`src/rtl/pipe_stage_reg.sv`:
```
// Pipeline stage register with valid/ready handshake, bubble-on-flush and an
// optional 1-entry skid buffer that breaks the in_ready <- out_ready path.
module pipe_stage_reg #(
  parameter int unsigned WIDTH  = 32,
  parameter logic [31:0] BUBBLE = 32'h00000013,
  parameter int unsigned SKID   = 1
) (
  input  logic             CLK,
  input  logic             RST_N,
  input  logic             flush,
  input  logic             in_valid,
  output logic             in_ready,
  input  logic [WIDTH-1:0] in_data,
  output logic             out_valid,
  input  logic             out_ready,
  output logic [WIDTH-1:0] out_data
);

  localparam logic [WIDTH-1:0] BUBBLE_W = WIDTH'(BUBBLE);

  logic             main_valid;
  logic [WIDTH-1:0] main_data;
  logic             in_fire;
  logic             out_fire;

  assign in_fire   = in_valid && in_ready;
  assign out_fire  = main_valid && out_ready;
  assign out_valid = main_valid;
  // Empty stage always presents the NOP so downstream sees a clean bubble.
  assign out_data  = main_valid ? main_data : BUBBLE_W;

  if (SKID != 0) begin : g_skid
    typedef enum logic [1:0] {
      EMPTY = 2'b00,
      MAIN  = 2'b10,
      FULL  = 2'b11
    } state_t;

    state_t           state;
    logic [WIDTH-1:0] skid_data;

    assign main_valid = state[1];
    assign in_ready   = !state[0];

    always_ff @(posedge CLK) begin
      if (!RST_N) begin
        state     <= EMPTY;
        main_data <= BUBBLE_W;
        skid_data <= BUBBLE_W;
      end else if (flush) begin
        state     <= EMPTY;
        main_data <= BUBBLE_W;
        skid_data <= BUBBLE_W;
      end else begin
        case (state)
          EMPTY: begin
            if (in_fire) begin
              state     <= MAIN;
              main_data <= in_data;
            end
          end
          MAIN: begin
            if (in_fire && out_fire) begin
              main_data <= in_data;
            end else if (out_fire) begin
              state <= EMPTY;
            end else if (in_fire) begin
              state     <= FULL;
              skid_data <= in_data;
            end
          end
          FULL: begin
            if (out_fire) begin
              state     <= MAIN;
              main_data <= skid_data;
            end
          end
          default: state <= EMPTY;
        endcase
      end
    end

    a_no_skid_without_main: assert property (
      @(posedge CLK) disable iff (!RST_N) !(state[0] && !state[1]));
  end else begin : g_noskid
    logic valid_q;

    assign main_valid = valid_q;
    assign in_ready   = !valid_q || out_ready;

    always_ff @(posedge CLK) begin
      if (!RST_N) begin
        valid_q   <= 1'b0;
        main_data <= BUBBLE_W;
      end else if (flush) begin
        valid_q   <= 1'b0;
        main_data <= BUBBLE_W;
      end else if (in_fire) begin
        valid_q   <= 1'b1;
        main_data <= in_data;
      end else if (out_fire) begin
        valid_q <= 1'b0;
      end
    end
  end

endmodule

```
`config.mk`:
```
export PLATFORM = sky130hd
export DESIGN_NAME = pipe_stage_reg
export DESIGN_NICKNAME = d
export VERILOG_FILES = /design/src/rtl/pipe_stage_reg.sv
export SDC_FILE = /design/constraint.sdc
export NUM_CORES = 1
export LEC_CHECK = 0
export ABC_CLOCK_PERIOD_IN_PS = 2300
export CAP_MARGIN = 20
export CORE_ASPECT_RATIO = 1.1
export CORE_MARGIN = 10
export CORE_UTILIZATION = 45
export DETAILED_ROUTE_END_ITERATION = 8
export GPL_TIMING_DRIVEN = 0
export PLACE_DENSITY_LB_ADDON = 0.15
export SLEW_MARGIN = 20
export SYNTH_ARGS = -nofsm -noshare
export SYNTH_HDL_FRONTEND = slang
export SYNTH_SLANG_ARGS = --single-unit
```
`constraint.sdc`:
```
create_clock -name CLK -period 2.3 [get_ports CLK]
set_clock_uncertainty 0.05 [all_clocks]
set_input_delay 0.46 -clock CLK [delete_from_list [all_inputs] [get_ports CLK]]
set_output_delay 0.46 -clock CLK [all_outputs]
set_load 0.02 [all_outputs]
```
==> results of run 1 <==
==> worst max-delay path by stage <==
stage / from / end / slack, ns
3_5_place_dp: in_valid / main_data[3] / -0.16
4_1_cts: g_skid.state[1] / out_data[4] / 0.003
3_3_place_gp: in_valid / main_data[3] / -0.13
2_1_floorplan: g_skid.state[1] / main_data[4] / 0.25
5_1_grt: g_skid.state[0] / main_data[25] / -0.06
6_report: g_skid.state[0] / main_data[25] / 0.06
==> layer usage <==
layer | vias up | share of wire | GRT usage
met5 | - | 0 | 0
met4 | 0 | 0.017 | 0.0627
met3 | 14 | 0.060 | 0.0380
met2 | 90 | 0.47 | 0.255
met1 | 1413 | 0.46 | 0.211
li1 | 1525 | - | -
==> worst min-delay path: cells and delay by family (launching register included) <==
kind	cells	cell delay [ns]
flip-flops	1	0.31
AND/OR/NAND/NOR	2	0.11
==> area by class of cell <==
| cell class | count | area (sq um) |
|---|---|---|
| tap | 85 | 106 |
| sequential | 66 | 1320 |
| multi-input combinational | 282 | 1860 |
| fill | 650 | 2730 |
| clock inverter | 7 | 125 |
| inverter | 4 | 15.0 |
| clock buffer | 9 | 124 |
| timing repair buffer | 70 | 667 |
| buffer | 37 | 183 |
==> cell families after synthesis <==
group	count (synthesis)
simple gates	171
compound gates	105
flops	66
buf+inv	41
fa+ha+maj	5
xor+xnor	1
==> registers in the layout (all words and copies together), names as in the netlist <==
signal	cells
g_skid.skid_data	32
g_skid.state	2
main_data	32
==> cell usage after synthesis (2+ instances only) <==
library cell	instances
sky130_fd_sc_hd__nand2_1	66
sky130_fd_sc_hd__o32ai_1	2
sky130_fd_sc_hd__and2_1	29
sky130_fd_sc_hd__buf_6	3
sky130_fd_sc_hd__ha_1	5
sky130_fd_sc_hd__nand2b_1	4
sky130_fd_sc_hd__o21ai_0	3
sky130_fd_sc_hd__a21oi_1	63
sky130_fd_sc_hd__a2111oi_2	27
sky130_fd_sc_hd__buf_2	6
sky130_fd_sc_hd__inv_1	4
sky130_fd_sc_hd__clkbuf_1	27
sky130_fd_sc_hd__nor3_1	30
sky130_fd_sc_hd__nand3_1	4
sky130_fd_sc_hd__a2111oi_0	2
sky130_fd_sc_hd__dfxtp_1	66
sky130_fd_sc_hd__a2111oi_4	3
sky130_fd_sc_hd__nor2b_1	34
==> through the flow <==
step	setup TNS (ns)	setup WS [ns]	utilization	hold slack, ns
3_3_place_gp	-2.51	-0.134	0.584	0.398
5_1_grt	-0.635	-0.0634	0.617	0.441
6_report	0	0.0584	0.617	0.423
4_1_cts	0	0.00276	0.615	0.425
2_1_floorplan	0	0.254	-	0.385
3_5_place_dp	-3.43	-0.158	0.584	0.411
==> power groups by stage <==
| stage | combinational, mW | clock [mW] | sequential, mW |
|---|---|---|---|
| floorplan | 0.290 | 0 | 1.23 |
| detailed placement | 0.448 | 0 | 1.23 |
| CTS | 0.446 | 1.23 | 1.20 |
| global route | 0.491 | 1.29 | 1.21 |
| global placement | 0.442 | 0 | 1.23 |
| finish | 0.448 | 1.22 | 1.21 |
==> what timing repair did <==
action,CTS,global route
endpoints found under the setup margin,30,29
gates resized for setup,33,10
hold endpoints to repair,0,0
==> reports/results.txt, run 1 <==
Buffers placed on the I/O ports in this run total 70. The number of different library cells used by synthesis comes to 29. Cell count along the critical path: 6. The run gives 0.471 as the initial core utilization. The mux cell area share after synthesis came out at 0.

By area, the combinational part of the netlist is dominated by compound AO/OA/AOI/OAI gates. Yosys mapped a number of flops with a built-in enable equal to 0. The switching fraction of total power works out to 0.262.

Walking the worst path, the cells encountered are inv_1, ha_1, a221o_1, buf_6, a2111oi_2, nor3_1. The share of the clock period used by the worst path after layout works out to 0.975. The number of buffers created by CTS was 9; the post-synthesis share of cell area spent on and, or, nand and nor gates was 0.262.

After technology mapping, the gate count stands at 389. For this run, the post-layout net count is 512. In the routed design, unresolved DRC markers number 0.

The most common flop cell mapped by yosys is sky130_fd_sc_hd__dfxtp_1. Averaged over all synthesized cells, the footprint is 8.63 sq um. Sorting the synthesized cells by area gives the leading types as sky130_fd_sc_hd__dfxtp_1, sky130_fd_sc_hd__a2111oi_2, sky130_fd_sc_hd__a21oi_1.

The clock latency reported for the late side of the worst-skew pair was 0.35 ns. The min-delay analysis places its worst path in the category flop to flop. The synthesized design spends more area on one cell type than any other, namely sky130_fd_sc_hd__dfxtp_1.

Setup repair after global routing could not meet its margin everywhere. The run gives 0.394 as the sequential element share of the synthesized area. Static timing analysis puts the maximum clock frequency at 446 MHz. For the worst setup path, the data arrival time is 2.41 ns.

Share of flip-flops with an asynchronous set or reset after synthesis: 0. The routed layout has 3042 vias. The slowest stage cell on the critical path is sky130_fd_sc_hd__a221o_1.

For the placed cell area, the log shows 0.00416 sq mm. The Yosys step of the flow raised 0 warnings. The final estimated routing congestion in global placement is 0.815.

Detailed placement ended at an HPWL of 6640 um. Endpoint required time on the critical path: 2.46 ns. Classification of the worst setup path: flop to flop.

In this design, the stage delay of the slowest critical-path cell is 0.50 ns. The total routed wirelength came out at 9350 um. The tools report the site row count as 32. The count of endpoints failing hold in the final timing report was 0; the worst-case headroom to the max-slew limit was 0.455. The count of maximum capacitance violations came out at 0.

The vertical die dimension works out to 111 um. Pin count of the biggest net entering global routing: 14. Dividing the detail-routed wire length by the instance count gives 16.7 um. For this design the ratio of total power to cell area is 654 mW/mm^2.

Excluding fillers, the count of instances in the completed layout stands at 560. In this run the most critical hold path is launched from g_skid.skid_data[0]. For the pin with the worst max-slew slack, the measured transition is 0.817 ns. The first routing iteration left 128 violations. In this run the cell area of the synthesized design comes to 0.00336 sq mm. The worst setup path is launched from a flop. For this design the static power due to leakage is 1.65 nW.

Share of the synthesized area in compound gates (AO/OA/AOI/OAI): 0.268. The count of nets left with antenna violations once routing finished came out at 0. The logs give 0 for the final count of negative-setup-slack endpoints and 0 for the total inserted antenna cells. Layout overhead on the synthesized area: 31.1%. The run gives 431 as the net count after synthesis. For this design, the sink count on the clock tree is 66. The critical path contains buffers and inverters numbering 2 combined. The all-layer global routing usage came out at 0.163. The first global-routing pass estimated 15000 um of wire. The routed design could run at a clock period as short as 2.24 ns. Synthesis inferred 66 register bits.

The tools report the worst min-delay path endpoint as g_skid.skid_data[0]. For the part of the total power dissipated in sequential elements, the log shows 0.419. The cell family contributing the most delay on the critical path is compound AO/OA/AOI/OAI gates.

After clock tree synthesis, the clock-pin slew on the worst setup and hold paths is 0.08 ns. The number of cells on the worst reg-to-reg path works out to 6. The XOR/XNOR share of the synthesized area came out at 0.00261.

In this run the deepest clock path goes through 2 buffers. The average via count per standard cell is 5.43. The worst register-to-register path ends at main_data[25]. The worst setup path is captured at a flop.

CTS placed an instance of sky130_fd_sc_hd__clkbuf_8 at the clock tree root. The initial antenna violation count came out at 0. Across the VDD grid, the largest voltage drop is 0.319 mV. Cell internal power was estimated by the tool at 2.12 mW. The floorplan step defined a die boundary enclosing 0.0113 sq mm. In this run, placement finished with an instance count of 544. For the maximum level of the CTS H-tree, the log shows 3.

The first detailed-routing pass ran for 4 iterations. For flop-to-flop paths, the worst setup slack is 0.06 ns. Measured along the x axis, the die boundary spans 102 um.

The analysis attributes to net switching a power of 0.754 mW. Along the worst path, the maximum fanout reaches 10. The cell area after layout came out at 0.00440 sq mm. TritonCTS built the clock tree.

The worst hold path passes through 2 cells. For the standard cell core area, the log shows 0.00713 sq mm. For the share of power burned in the clock network, the log shows 0.425.

Post-CTS setup repair buffer count: 0. The fraction of final layout cells sized beyond drive strength 1 works out to 0.137. For the number of hold-repair buffers added at the cts stage, the log shows 0. The tools report the startpoint of the most critical register-to-register path as g_skid.state[0]. For this run the aggregate overflow at the end of global routing stands at 0. The via count of the first global-routing pass is 2979, and the fraction of post-synthesis cell area in the top cell type by area is 0.394. The combinational share of power came out at 0.156. The overall power consumption was 2.88 mW.

The tools report the total I/O pin count as 71. The adder and majority gate portion of the synthesized area is 0.0186, and the max-slew violation count is 0. The flow ran to the end, and the final reports show no timing, DRC or antenna violations. In the layout the commonest cells are sky130_fd_sc_hd__nand2_1, sky130_fd_sc_hd__dfxtp_1, sky130_fd_sc_hd__a21oi_1.
(Power assumes the default switching activity.)
==> run 2: changes to the inputs <==
--- a/config.mk
+++ b/config.mk
@@ -5,7 +5,7 @@
 export SDC_FILE = /design/constraint.sdc
 export NUM_CORES = 1
 export LEC_CHECK = 0
-export ABC_CLOCK_PERIOD_IN_PS = 2300
+export ABC_CLOCK_PERIOD_IN_PS = 2700
 export CAP_MARGIN = 20
 export CORE_ASPECT_RATIO = 1.1
 export CORE_MARGIN = 10
==> constraint.sdc (replaced) <==
create_clock -name CLK -period 2.7 [get_ports CLK]
set_clock_uncertainty 0.05 [all_clocks]
set_input_delay 0.54 -clock CLK [delete_from_list [all_inputs] [get_ports CLK]]
set_output_delay 0.54 -clock CLK [all_outputs]
set_load 0.02 [all_outputs]
==> run 2 against run 1 <==
First-iteration DRC count is 22% higher. Utilization rose by 0.23 points. Sequential power down 15%. Flip-flop and latch count stayed put. Largest cell class unchanged. Highest routed layer unchanged.
==> reports/results.txt, run 2 (same netlist as run 1, synthesis figures left out) <==
The power density normalized to cell area was 556 mW/mm^2 (-15%); the average via count per standard cell was 5.44 (+0.20%). The endpoint required time on the critical path is 2.11 ns (-0.35 ns). The maximum level of the CTS H-tree is 3 (unchanged). The final count of negative-setup-slack endpoints was 0 (unchanged); the fraction of final layout cells sized beyond drive strength 1 was 0.131 (-0.00632). The transition at the pin with the smallest max-transition slack was 0.839 ns (+0.0214 ns). The run gives 9330 um (-0.18%) as the total routed wirelength. The post-CTS setup repair buffer count came out at 0 (unchanged). The worst setup path is captured at a primary output. The number of nets at the end of the flow was 512 (unchanged); the filler-free cell count of the finished design was 560 (unchanged).

The detailed-routing iteration count for the pre-antenna-repair pass was 4 (unchanged); the first-pass GRT wire length was 14900 um (-0.46%). The clock sink count is 66 (unchanged). Cell count after placement: 544 (unchanged).

The biggest fanout along the worst timing path was 10 (unchanged); the via count of the first global-routing pass was 2975 (-0.13%). The logs give 14 (unchanged) for the pin count of the biggest net entering global routing and 0.423 ns (+0.000558 ns) for the final hold slack. Standard cell core area: 0.00713 sq mm (unchanged). The remaining antenna violation count was 0 (unchanged).

The vertical die dimension came out at 111 um (unchanged). The run gives 1.49 nW (-9.3%) as the static power due to leakage. The logs give 0 (unchanged) for the total inserted antenna cells and 388 MHz for the highest achievable clock rate. The run gives 0 (unchanged) as the total congestion overflow.

Leaving out fill and tap cells, the most frequent cell in the layout is sky130_fd_sc_hd__clkdlybuf4s50_1. The share of the clock period used by the worst path after layout was 0.955; the maximum number of buffers from clock root to sink was 2 (unchanged). The number of buffers created by CTS was 9 (unchanged); the layout overhead on the synthesized area was 31.6%.

The total vias in the final route was 3048 (+0.20%); the initial DRC count was 156 (+22%). The initial antenna violation count is 0 (unchanged). The width of the die was 102 um (unchanged); the estimated wirelength of the detail-placed design was 6640 um (unchanged). The final estimated routing congestion in global placement is 0.815 (unchanged). The run gives 0 (unchanged) as the count of maximum capacitance violations. The peak supply drop was 0.274 mV (-14%); the summed negative setup slack over all endpoints was 0 ns (unchanged). The run gives 0 (unchanged) as the total DRC errors in the routed layout.

The library cells used most frequently in the layout, excluding fill and tap cells, are sky130_fd_sc_hd__clkdlybuf4s50_1, sky130_fd_sc_hd__nand2_1, sky130_fd_sc_hd__dfxtp_1. The tools report the total I/O pin count as 71 (unchanged). The min-delay analysis places its worst path in the category flop to flop. The site row count is 32 (unchanged), and the minimum clock period after layout is 2.58 ns. Count of endpoints failing hold in the final timing report: 0 (unchanged). The initial core utilization is 0.471 (unchanged). TritonCTS built the clock tree. The average wire per cell in the routed design came out at 16.7 um (-0.18%).

In the final layout, the registers with the most flip-flops are g_skid.skid_data (32), main_data (32), g_skid.state (2). The worst setup path is launched from a flop. CTS root buffer: sky130_fd_sc_hd__clkbuf_8. The max-slew violation count was 0 (unchanged); the floorplan die area was 0.0113 sq mm (unchanged). The end-of-flow core utilization was 0.620 (+0.00228). Setup repair after global routing left no endpoint under its margin. The run gives 1.99 ns (-0.42 ns) as the endpoint arrival time on the critical path.

Classification of the worst setup path: flop to primary output. The port buffer count works out to 70 (unchanged). Worst-case headroom to the max-slew limit: 0.441 (-0.0143). The CTS clock-pin slew for the worst setup and hold paths was 0.08 ns (about the same); the number of fill cells was 638 (-1.8%). The tools report the all-layer global routing usage as 0.163 (-0.000631). The run gives 0.35 ns (about the same) as the clock latency reported for the late side of the worst-skew pair.

The flow ran to the end, and the final reports show no timing, DRC or antenna violations.
[run 2: cell count changes in the layout (fill, tap and decap cells not counted), sizes merged]
cell	previous run	this run
clkdlybuf4s50	40	70
buf	12	10
dlymetal6s2s	1	0
clkbuf	34	36
dlygate4sd2	29	0
[run 2: per-layer routing]
metal / GRT usage / vias to the layer above / part of all wire / wire length, um
met4: 0.0627 / 0 / 0.016 / 147
met3: 0.0336 / 15 / 0.061 / 568
met2: 0.256 / 90 / 0.46 / 4340
met1: 0.211 / 1421 / 0.46 / 4280
met5: 0 / - / 0 / 0
li1: - / 1522 / - / -
[run 2: path summary, 6_finish.rpt]
path	startpoint	end	slack, ns	depth (start not counted)
setup / recovery	g_skid.state[1]	out_data[31]	0.12	4
hold / removal	g_skid.skid_data[0]	g_skid.skid_data[0]	0.42	2
setup reg to reg	g_skid.state[0]	main_data[25]	0.45	6
hold reg to reg	g_skid.skid_data[0]	g_skid.skid_data[0]	0.42	2
[run 2: final cells by class]
class | instances | area [sq um] | share of cell area
multi-input combinational | 282 | 1850 | 0.418
sequential | 66 | 1320 | 0.299
timing repair buffer | 70 | 701 | 0.159
buffer | 37 | 176 | 0.0399
clock inverter | 7 | 125 | 0.0283
clock buffer | 9 | 124 | 0.0280
tap | 85 | 106 | 0.0241
inverter | 4 | 15.0 | 0.00340
[run 2: per-stage QoR]
stage                     setup slack [ns]  power, mW  cell area [sq um]
after CTS                           0.0148       2.46               4420
after floorplan                      0.654       1.29               3360
after global placement               0.186       1.42               4160
after global routing                0.0377       2.55               4420
final                                0.121       2.46               4420
after detailed placement             0.162       1.43               4160
[run 2: worst max-delay path: stages, from the launching register on]
cell and delay (ns):
sky130_fd_sc_hd__dfxtp_1 0.38, sky130_fd_sc_hd__buf_4 0.19, sky130_fd_sc_hd__clkbuf_2 0.26, sky130_fd_sc_hd__and2_1 0.18, sky130_fd_sc_hd__clkdlybuf4s50_1 0.62
[run 2: power breakdown]
group	internal, mW	switching, mW	leakage [nW]	total [mW]
combinational	0.182	0.201	0.833	0.383
clock	0.621	0.425	0.124	1.05
sequential	1.01	0.0180	0.536	1.03
[run 2: timing repair]
action	in CTS	in global routing
hold buffers	0	0
setup endpoints to repair	19	10
resized for setup	2	2
